**src/rtl/keypad_scan_if.sv**
```systemverilog
// Pin and status bundle of the keypad scanner: row/column lines towards the board,
// debounced key state towards the character and menu logic.
interface keypad_scan_if;
    logic [3:0]  key_row;
    logic [3:0]  key_col;
    logic [3:0]  mov;
    logic [15:0] key_state;
    logic [3:0]  key_code;
    logic        key_valid;
    logic        key_press;

    modport master (
        input  key_row,
        output key_col, mov, key_state, key_code, key_valid, key_press
    );

    modport slave (
        output key_row,
        input  key_col, mov, key_state, key_code, key_valid, key_press
    );
endinterface

```
**src/rtl/keypad_scan.sv**
```systemverilog
// 4x4 active-low matrix keypad scanner: one-cold column drive, synchronized row
// capture, frame-level debounce and registered movement/key status outputs.
module keypad_scan #(
    parameter int SCAN_DIV = 50000,
    parameter int DEB_CNT  = 4
) (
    input  logic          sys_clk,
    input  logic          RST_N,
    keypad_scan_if.master bus
);
    localparam int DIV_W = $clog2(SCAN_DIV);
    localparam int STB_W = $clog2(DEB_CNT + 1);
    localparam logic [DIV_W-1:0] DIV_LAST = DIV_W'(SCAN_DIV - 1);
    localparam logic [STB_W-1:0] STB_MAX  = STB_W'(DEB_CNT);

    logic [3:0]       sync_q1;
    logic [3:0]       sync_q2;
    logic [DIV_W-1:0] div;
    logic [1:0]       col;
    logic [15:0]      frame;
    logic [15:0]      frame_full;
    logic [15:0]      candidate;
    logic [15:0]      key_state_q;
    logic [STB_W-1:0] stable;
    logic [STB_W-1:0] stable_inc;
    logic [3:0]       lowest_code;
    logic             slot_end;
    logic             frame_end;

    assign slot_end      = (div == DIV_LAST);
    assign frame_end     = slot_end && (col == 2'd3);
    assign stable_inc    = (stable == STB_MAX) ? STB_MAX : stable + 1'b1;
    assign bus.key_state = key_state_q;

    always_ff @(posedge sys_clk or negedge RST_N) begin
        if (!RST_N) begin
            sync_q1 <= 4'b1111;
            sync_q2 <= 4'b1111;
        end else begin
            sync_q1 <= bus.key_row;
            sync_q2 <= sync_q1;
        end
    end

    // Current column's rows merged into the buffer so the frame edge sees all 16 keys.
    always_comb begin
        frame_full = frame;
        for (int r = 0; r < 4; r++) begin
            frame_full[r*4 + int'(col)] = ~sync_q2[r];
        end
    end

    always_ff @(posedge sys_clk or negedge RST_N) begin
        if (!RST_N) begin
            div         <= '0;
            col         <= 2'd0;
            frame       <= 16'h0000;
            bus.key_col <= 4'b1110;
        end else if (slot_end) begin
            div         <= '0;
            col         <= col + 2'd1;
            frame       <= frame_full;
            bus.key_col <= ~(4'b0001 << (col + 2'd1));
        end else begin
            div <= div + 1'b1;
        end
    end

    always_ff @(posedge sys_clk or negedge RST_N) begin
        if (!RST_N) begin
            candidate   <= 16'h0000;
            stable      <= '0;
            key_state_q <= 16'h0000;
        end else if (frame_end) begin
            if (frame_full == candidate) begin
                stable <= stable_inc;
                if (stable_inc == STB_MAX) begin
                    key_state_q <= candidate;
                end
            end else begin
                candidate <= frame_full;
                stable    <= STB_W'(1);
                if (DEB_CNT == 1) begin
                    key_state_q <= frame_full;
                end
            end
        end
    end

    always_comb begin
        lowest_code = 4'd0;
        for (int i = 15; i >= 0; i--) begin
            if (key_state_q[i]) begin
                lowest_code = 4'(i);
            end
        end
    end

    // Opposing directions cancel; key_valid doubles as the previous-state flag for key_press.
    always_ff @(posedge sys_clk or negedge RST_N) begin
        if (!RST_N) begin
            bus.mov       <= 4'b0000;
            bus.key_code  <= 4'd0;
            bus.key_valid <= 1'b0;
            bus.key_press <= 1'b0;
        end else begin
            bus.mov       <= {key_state_q[1] & ~key_state_q[9],
                              key_state_q[9] & ~key_state_q[1],
                              key_state_q[4] & ~key_state_q[6],
                              key_state_q[6] & ~key_state_q[4]};
            bus.key_code  <= lowest_code;
            bus.key_valid <= |key_state_q;
            bus.key_press <= (|key_state_q) & ~bus.key_valid;
        end
    end
endmodule

```
**src/flat_wrapper.sv**
```systemverilog
// flat-port wrapper written by rule: the top's interface ports become plain ports
module keypad_scan_flat 
#(
    parameter int SCAN_DIV = 50000,
    parameter int DEB_CNT  = 4
)
  (sys_clk, RST_N, bus_key_row, bus_key_col, bus_mov, bus_key_state, bus_key_code, bus_key_valid, bus_key_press);
  keypad_scan_if bus_i ();
  input  logic sys_clk;
  input  logic RST_N;
  input wire logic [$bits(bus_i.key_row)-1:0] bus_key_row;
  output wire logic [$bits(bus_i.key_col)-1:0] bus_key_col;
  output wire logic [$bits(bus_i.mov)-1:0] bus_mov;
  output wire logic [$bits(bus_i.key_state)-1:0] bus_key_state;
  output wire logic [$bits(bus_i.key_code)-1:0] bus_key_code;
  output wire logic [$bits(bus_i.key_valid)-1:0] bus_key_valid;
  output wire logic [$bits(bus_i.key_press)-1:0] bus_key_press;
  assign bus_i.key_row = bus_key_row;
  assign bus_key_col = bus_i.key_col;
  assign bus_mov = bus_i.mov;
  assign bus_key_state = bus_i.key_state;
  assign bus_key_code = bus_i.key_code;
  assign bus_key_valid = bus_i.key_valid;
  assign bus_key_press = bus_i.key_press;
  keypad_scan #(.SCAN_DIV(SCAN_DIV), .DEB_CNT(DEB_CNT)) u_core (.sys_clk(sys_clk), .RST_N(RST_N), .bus(bus_i));
endmodule
```
**config.mk**
```make
export PLATFORM = sky130hd
export DESIGN_NAME = keypad_scan_flat
export DESIGN_NICKNAME = d
export VERILOG_FILES = /design/src/rtl/keypad_scan_if.sv /design/src/rtl/keypad_scan.sv /design/src/flat_wrapper.sv
export SDC_FILE = /design/constraint.sdc
export NUM_CORES = 1
export LEC_CHECK = 0
export CORE_UTILIZATION = 50
export DETAILED_ROUTE_END_ITERATION = 7
export GPL_TIMING_DRIVEN = 0
export PLACE_DENSITY = 0.7
export SLEW_MARGIN = 10
export SYNTH_ARGS = -nofsm -noshare
export SYNTH_HDL_FRONTEND = slang
export SYNTH_SLANG_ARGS = --single-unit
```
**constraint.sdc**
```tcl
create_clock -name sys_clk -period 3.35 [get_ports sys_clk]
set_input_delay 0.67 -clock sys_clk [delete_from_list [all_inputs] [get_ports sys_clk]]
set_output_delay 0.67 -clock sys_clk [all_outputs]
set_load 0.005 [all_outputs]
```
# After elaboration in Yosys (flattened, before gate mapping)
# Index checks and enable logic that the tools add are counted.
[totals]
reg_bits = 91
input_bits = 6
out_inout_bits = 30
word_cells = 88
[classes]
n_addsub = 6
n_lt_le_gt_ge = 8
n_eq_ne = 5
shifts = 1
mux = 31
bitwise_logic = 16
reduce_logical = 8
[op_table]
columns = ["operator", "n"]
rows = [
  ["$ge 32x1->1 const B", 3],
  ["$lt 32x6->1 const B", 3],
  ["$bwmux 16", 4],
  ["$mux 4", 16],
  ["$add 16x1->16 const B", 1],
  ["$eq 16x16->1", 1],
  ["$eq 16x16->1 const B", 1],
  ["$mux 16", 1],
  ["$reduce_or 16->1", 1],
  ["$demux 1 s4", 3],
  ["$add 4x2->5 const A", 2],
  ["$not 1->1", 10],
  ["$eq 3x3->1 const B", 2],
  ["$mux 3", 2],
  ["$and 1x1->1", 5],
  ["$logic_and 1x1->1", 5],
  ["$lt 2x5->1 const B", 1],
  ["$add 3x2->4 const A", 1],
  ["$mux 1", 4],
  ["$not 4->4", 1],
  ["$shl 1x2->4 const A", 1],
  ["$add 3x1->3 const B", 1],
  ["$reduce_and 3->1", 1],
  ["$add 2x1->2 const B", 1],
  ["4 further kinds", 4],
]

# Logic depth before layout (Yosys ltp)
# Gate-level depths: netlist of run 1.
[logic_depth]
depth_word = 16
mapped_depth = 10
depth_no_buf = 8

# Worst setup path before layout of run 1
# No wires, ideal clock.
[synth_timing]
path_type = "reg-to-reg"
start = "register u_core.col[0]"
end = "register u_core.key_state_q[10], in the netlist u_core.bus.key_state[10]"
setup_ps = 125
arrival_ps = 2655
required_time_ps = 3225
setup_slack_ps = 570
stages_incl_launch_ff = 11
n_path_buf = 2
synth_period_minus_slack_ps = 2780
path_cell_list = "dfrtp_1 > inv_1 > ha_1 > buf_2 > nand2b_4 > and3_1 > or4_4 > nor4_4 > nand3_4 > buf_6 > mux2_4"
[synth_between]
elab_chain_cells = 10
elab_cells_between_ends = 31
cone_classes = "add/sub (3); order compare (8); eq/ne (2); mux (12); reduce/logical (6)"
[synth_lines]
columns = ["element", "line_no", "source"]
rows = [
  ["start, declared", "keypad_scan.sv:19", "logic [1:0] col;"],
  ["start signal, assigned", "keypad_scan.sv:61", "col <= col + 2'd1;"],
  ["$add 3x2->4 (tied with other cells)", "keypad_scan.sv:49", "frame_full[r*4 + int'(col)] = ~sync_q2[r];"],
  ["$ge 32x1->1 (not written as such) (tied with other cells)", "keypad_scan.sv:49", ""],
  ["$logic_and 1x1->1 (not written as such) / $mux 1 (equally long branches)", "keypad_scan.sv:49", ""],
  ["$mux 1 (not written as such) / $demux 1 s2 (equally long branches)", "-", ""],
  ["$demux 1 s4 / $bwmux 16 (equally long branches)", "-", ""],
  ["$bwmux 16 (3 in a row)", "keypad_scan.sv:49", ""],
  ["$eq 16x16->1", "keypad_scan.sv:75", "if (frame_full == candidate) begin"],
  ["$reduce_and 3->1 (no source line) (*)", "-", ""],
  ["end signal, assigned", "keypad_scan.sv:78", "key_state_q <= candidate;"],
  ["end signal, assigned", "keypad_scan.sv:84", "key_state_q <= frame_full;"],
  ["end, declared", "keypad_scan.sv:23", "logic [15:0] key_state_q;"],
]
# Mark *: on every way between the ends. The rest lies on a longest branch, timed or not.
# A chain may end at the register's enable or synchronous reset.

# Worst setup path in the final report of run 1
[layout_timing]
start = "register u_core.col[0]"
end = "register u_core.candidate[10]"
[layout_between]
elab_chain_cells = 11
elab_cells_between_ends = 32
cone_classes = "add/sub (3); order compare (8); eq/ne (2); mux (12); bitwise (1); reduce/logical (6)"
[layout_lines]
columns = ["element", "line_no", "source"]
rows = [
  ["$add 3x2->4 (tied with other cells)", "keypad_scan.sv:49", ""],
  ["$ge 32x1->1 (not written as such) (tied with other cells)", "keypad_scan.sv:49", ""],
  ["$logic_and 1x1->1 (not written as such) / $mux 1 (equally long branches)", "keypad_scan.sv:49", ""],
  ["$mux 1 (not written as such) / $demux 1 s2 (equally long branches)", "-", ""],
  ["$demux 1 s4 / $bwmux 16 (equally long branches)", "-", ""],
  ["$bwmux 16 (3 in a row)", "keypad_scan.sv:49", ""],
  ["$eq 16x16->1", "keypad_scan.sv:75", ""],
  ["$not 1->1 (no source line)", "-", ""],
  ["$reduce_and 2->1 (no source line)", "-", ""],
  ["end signal, assigned", "keypad_scan.sv:81", "candidate <= frame_full;"],
  ["end, declared", "keypad_scan.sv:22", "logic [15:0] candidate;"],
]
# Parallel ways exist; a longest one is shown, timed or not.

==> results of run 1 <==
-- worst paths after layout --
path	slack, ps	from	endpoint
max	270	u_core.col[0]	u_core.candidate[10]
min	240	RST_N	u_core.bus.mov[1]
max reg2reg	270	u_core.col[0]	u_core.candidate[10]
min reg2reg	360	u_core.sync_q1[1]	u_core.sync_q2[1]
max in group asynchronous	2420	RST_N	u_core.sync_q2[2]
min in group sys_clk	360	u_core.sync_q1[1]	u_core.sync_q2[1]
-- final cells by class --
type | instances | area (sq um) | area share, %
Sequential cell | 91 | 2290 | 47.0
Multi-Input combinational cell | 282 | 1840 | 37.7
Timing Repair Buffer | 36 | 375 | 7.70
Clock buffer | 13 | 149 | 3.05
Tap cell | 105 | 131 | 2.69
Buffer | 6 | 40.0 | 0.821
Inverter | 9 | 33.8 | 0.693
Clock inverter | 3 | 17.5 | 0.359
-- layer usage --
| layer | vias to the layer above | wire length (um) | track usage (%) |
|---|---|---|---|
| li1 | 1447 | - | - |
| met1 | 1407 | 3850 | 28.2 |
| met2 | 57 | 3780 | 32.0 |
| met3 | 10 | 252 | 3.24 |
| met4 | 0 | 143 | 7.82 |
| met5 | - | 0 | 0 |
-- power by group --
part / internal [W] / leakage [nW] / switching (W) / total, W
combinational: 0.0000157 / 1.02 / 0.0000281 / 0.0000439
clock: 0.000289 / 0.0834 / 0.000360 / 0.000649
sequential: 0.00111 / 1.22 / 0.00000655 / 0.00111
total: 0.00141 / 2.32 / 0.000395 / 0.00181
-- flip-flops by register name, indices dropped and copies added (netlist names) --
| register | flops |
|---|---|
| u_core.candidate | 16 |
| u_core.bus.key_code | 4 |
| u_core.bus.mov | 4 |
| u_core.bus.key_press | 1 |
| u_core.bus.key_state | 16 |
| u_core.div | 16 |
| u_core.sync_q2 | 4 |
| u_core.frame | 16 |
| u_core.bus.key_valid | 1 |
| u_core.stable | 3 |
| u_core.bus.key_col | 4 |
| u_core.sync_q1 | 4 |
| u_core.col | 2 |
-- cells by family (layout without fill, tap and decap cells) --
group,after synthesis,count (layout)
adder cells (fa/ha/maj),8,8
AO/OA/AOI/OAI,60,60
AND/OR/NAND/NOR,170,170
buffers and inverters,16,67
multiplexers,30,30
flip-flops,91,91
XOR/XNOR,14,14
-- cells in the final DEF, fill, tap and decap left out, types with 3 or more instances in the layout --
master           instances
nor2_1                  25
clkbuf_8                10
a21oi_1                 21
mux2_1                   8
xor2_1                  10
a21o_1                   3
or4_1                    4
nand2_1                 53
ha_1                     8
clkbuf_1                 5
o21ai_0                 28
nand4_1                  3
and3_1                  13
mux2i_1                  3
dfrtp_1                 80
nor2b_1                  4
nand2b_1                27
xnor2_1                  4
mux2_2                  10
nor3_1                   6
nor4_1                   4
mux2_4                   9
and2_1                   6
inv_1                    9
clkdlybuf4s50_1         34
nand3_1                 13
dfstp_2                 11
nand4b_1                 3
-- metrics by stage --
stage	std cells	TNS, ps	worst slack, ps	utilization, %	area [sq um]
4_1_cts	546	0	93.8	59.7	4880
5_1_grt	545	0	27.6	59.7	4880
2_1_floorplan	389	0	570	-	4210
6_report	545	0	266	59.7	4880
3_3_place_gp	529	-140680	-1680	57.4	4690
3_5_place_dp	530	0	130	57.7	4710
-- critical path, cell delays in order, from the launching register on --
cell and delay, ps:
dfrtp_1 410, inv_1 100, ha_1 190, buf_2 170, nand2b_1 190, and3_1 190, or4_1 550, nor4_4 450
a21oi_2 200, buf_6 200, mux2_1 310
==> summary.txt, run 1 <==
run status = finished, final reports clean
yosys warns = 0
ANT nets after route = 0
final WL = 8020 um
Async SR Flop Fraction = 100%
total core area = 8180 sq um
total power = 0.00181 W
Synth Area in Adders = 2.38%
synthesized flop and latch total = 91
Hold Path Class = input port to asynchronous set/reset pin
count of flip-flops with a built-in enable after synthesis = 0
antenna violations before repair = 0
Die X = 93.7 um
Final Cycle Share = 92.1%
# nets final = 449
Startpoint Class = flip-flop
synthesized area per cell = 10.8 sq um
Max-Slew Margin vs Limit = 60.7%
Distinct cells, synth = 44
initial drt markers = 106
Mapped Cells = 389
wire per inst = 14.7 um
sequential element share of the synthesized area = 54.4%
Remaining DRCs = 0
CTS Hold Buffers Added = 0
vias in the first global route = 2,711
count leader, synth = dfrtp_1
crit end category = flip-flop
Max H-tree Level = 3
Placement Rows = 33
Final Wtd Congestion = 0.813
Post-CTS Setup Inserts = 0
Area Growth Syn to Fin = 15.9%
clock root cell = clkbuf_8
Cell Pwr Density = 370 nW/um^2
first-pass GRT wire length = 13,400 um
leakage power = 2.32 nW
Via Count = 2,921
GRT overflow = 0
Syn Std Cell Area = 4210 sq um
synth top area cells = dfrtp_1 48%, dfstp_2 6.9%, nand2_1 4.7%, nand2b_1 4.0%, o21ai_0 3.3%
reg2reg path depth = 10
top-area cell type share of the netlist area = 47.6%
fmax = 324 MHz
fin. max-slew vios = 0
Clock Tree Buf Depth = 2
clk sinks = 91
max cap viols = 0
Num CTS Buffers = 9
mux contribution to synthesized area = 8.74%
Hold Slack = 240 ps
Critical Path Fanout Max = 10
number of I/O port buffers = 35
Ports = 36
Synth area leader = dfrtp_1
syn_nets = 403
largest net degree at the start of global routing = 63
Initial Util = 51.5%
final setup fails = 0
Synth Area in XOR/XNOR = 2.91%
Post-synth top cells = 80 x dfrtp_1, 53 x nand2_1, 28 x o21ai_0
clk_skew = 12.6 ps
share of cells above drive strength 1 = 12.5%
unrepaired setup endpoints after global routing = false
Synth Area in Simple Gates = 21.9%
clk_lat worst skew = 350 ps
compound-cell area share of the yosys netlist = 7.82%
fillers = 701
Data required, critical path = 3580 ps
die area = 8790 sq um
Crit Path Class = flip-flop to flip-flop
HPWL after DPL = 5820 um
TritonCTS clock tree = yes
Die Span Y = 93.7 um
post_cts resized = 0
Arr. time, crit path = 3310 ps
via density per instance = 5.36
VDD IR max = 367 uV
Primary FF master, synth = dfrtp_1
Worst Tran Pin Value = 584 ps
Antenna diodes = 0
final hold violations = 0
Total GRT Usage = 20.3%
1st-pass router iterations = 4
clk slew on worst S/H paths = 80 ps
largest family of logic cells by synthesized area = simple AND/OR/NAND/NOR gates
post-layout min period = 3080 ps
Note: power is estimated with default switching activity, not from simulation.
==> inputs of run 2 (changes only) <==
GPL_TIMING_DRIVEN = unset   (was 0)
REMOVE_ABC_BUFFERS = 1   (was unset)
==> run 2 against run 1 <==
Net effect: routed wire length is 0.64% higher; cell count shrank 0.55%; worst setup slack better by 0.66 ps; clock skew is 1.0 ps higher; global-route usage up 0.16 points; fmax hardly changed.
==> summary.txt, run 2 (same netlist as run 1, synthesis figures left out) <==
run status = finished, final reports clean
Worst Tran Pin Value = 751 ps (+167 ps)
final hold violations = 0 (unchanged)
CTS Hold Buffers Added = 0 (unchanged)
post_cts resized = 0 (unchanged)
most frequent cells in the layout = 80 x dfrtp_1, 53 x nand2_1, 34 x clkdlybuf4s50_1, 28 x o21ai_0, 27 x nand2b_1
Setup TNS = 0 ps (unchanged)
Die X = 93.7 um (unchanged)
unrepaired setup endpoints after global routing = false
vias in the first global route = 2,845 (+4.9%)
PnR worst setup slack = 266 ps (+0.664 ps)
Post-CTS Setup Inserts = 0 (unchanged)
fmax = 324 MHz (about the same)
crit-path cells = inv_1 > ha_1 > nand2b_1 > and3_1 > or4_1 > nor4_4 > a21oi_2 > mux2_1
die area = 8790 sq um (unchanged)
crit end category = flip-flop
Num CTS Buffers = 9 (unchanged)
total core area = 8180 sq um (unchanged)
antenna violations before repair = 0 (unchanged)
Startpoint Class = flip-flop
post-layout min period = 3080 ps (-0.664 ps)
Worst path slowest cell = or4_1
leakage power = 2.31 nW (-0.34%)
Seq pwr share = 60.5% (-1.1 points)
clk_skew = 13.6 ps (+1.04 ps)
Placement Rows = 33 (unchanged)
Via Count = 2,929 (+0.27%)
fin. max-slew vios = 0 (unchanged)
TritonCTS clock tree = yes
Area Growth Syn to Fin = 15.6%
Final Cycle Share = 92.0% (about the same)
fin util = 59.5% (-0.15 points)
wire per inst = 14.9 um (+1.2%)
via density per instance = 5.40 (+0.83%)
first-pass GRT wire length = 13,900 um (+3.4%)
Arr. time, crit path = 3300 ps (about the same)
clk slew on worst S/H paths = 80 ps (about the same)
P_sw = 0.000407 W (+3.2%)
setup slack at placement = 154 ps (+23.8 ps)
GRT overflow = 0 (unchanged)
Hold Path Class = input port to asynchronous set/reset pin
max cap viols = 0 (unchanged)
Antenna diodes = 0 (unchanged)
Logic pwr share = 2.3% (about the same)
final WL = 8070 um (+0.64%)
Critical Path Fanout Max = 14 (+4)
Crit Path Class = flip-flop to flip-flop
Data required, critical path = 3570 ps (about the same)
Total GRT Usage = 20.5% (+0.16 points)
clk sinks = 91 (unchanged)
HPWL after DPL = 5900 um (+1.4%)
clock root cell = clkbuf_8
Remaining DRCs = 0 (unchanged)
Ports = 36 (unchanged)
Max-Slew Margin vs Limit = 49.9% (-11 points)
Initial Util = 51.5% (unchanged)
Final Wtd Congestion = 0.815 (+0.31%)
VDD IR max = 214 uV (-42%)
initial drt markers = 117 (+10%)
Clock Tree Buf Depth = 2 (unchanged)
final setup fails = 0 (unchanged)
Cell Pwr Density = 378 nW/um^2 (+2.1%)
ANT nets after route = 0 (unchanged)
clk_lat worst skew = 340 ps (about the same)
1st-pass router iterations = 4 (unchanged)
# nets final = 446 (-0.67%)
clock share of power = 37.2% (+1.3 points)
commonest non-fill, non-tap cell in the layout = dfrtp_1
Pint = 0.00143 W (+1.5%)
share of cells above drive strength 1 = 13.3% (+0.77 points)
number of I/O port buffers = 35 (unchanged)
Die Span Y = 93.7 um (unchanged)
largest net degree at the start of global routing = 49 (-22%)
CP max stage delay = 550 ps (about the same)
Hold Slack = 324 ps (+84.0 ps)
Switching Share = 22.1% (+0.29 points)
Max H-tree Level = 3 (unchanged)
## run 2: cell count changes in the layout (fill, tap and decap cells not counted), sizes merged
cell and delta:
buf -1, clkinv +1, clkbuf -4, clkinvlp +1
## run 2: final cells by class
| cell class | count | area [sq um] |
|---|---|---|
| inverter | 9 | 33.8 |
| timing repair buffer | 39 | 378 |
| fill | 693 | 3310 |
| tap | 105 | 131 |
| clock buffer | 11 | 151 |
| multi-input combinational | 282 | 1840 |
| sequential | 91 | 2290 |
| clock inverter | 5 | 37.5 |
## run 2: path summary, 6_finish.rpt
kind / depth (start not counted) / slack, ps / end / start
setup / recovery: 8 / 270 / u_core.candidate[14] / u_core.col[0]
hold / removal: 1 / 320 / u_core.bus.mov[2] / RST_N
setup reg to reg: 8 / 270 / u_core.candidate[14] / u_core.col[0]
hold reg to reg: 0 / 360 / u_core.sync_q2[1] / u_core.sync_q1[1]
max in group asynchronous: 2 / 2220 / u_core.sync_q2[0] / RST_N
min in group sys_clk: 0 / 360 / u_core.sync_q2[1] / u_core.sync_q1[1]
## run 2: per-layer routing
layer	share of wire (%)	track usage, %
met1	48	27.5
met2	47	33.1
met3	3.7	3.16
met4	1.5	8.46
met5	0	0
## run 2: through the flow
step / cell area (sq um) / power, W / cells
final: 4860 / 0.00184 / 542
after floorplan: 4160 / 0.00114 / 382
after global placement: 4670 / 0.00118 / 526
after CTS: 4860 / 0.00186 / 542
after global routing: 4860 / 0.00191 / 542
after detailed placement: 4670 / 0.00118 / 526
## run 2: power groups by stage
stage | combinational, W | sequential, W | clock [W]
after floorplan | 0.0000124 | 0.00113 | 0
after global placement | 0.0000434 | 0.00113 | 0
after detailed placement | 0.0000441 | 0.00113 | 0
after CTS | 0.0000443 | 0.00111 | 0.000707
after global routing | 0.0000489 | 0.00111 | 0.000744
final | 0.0000418 | 0.00111 | 0.000684
## run 2: critical path: cells and delay by family (launching register included)
family | cells | cell delay [ps]
fa+ha+maj | 1 | 320
buf+inv | 1 | 120
flops | 1 | 420
compound gates | 1 | 310
simple gates | 4 | 1390
mux | 1 | 390
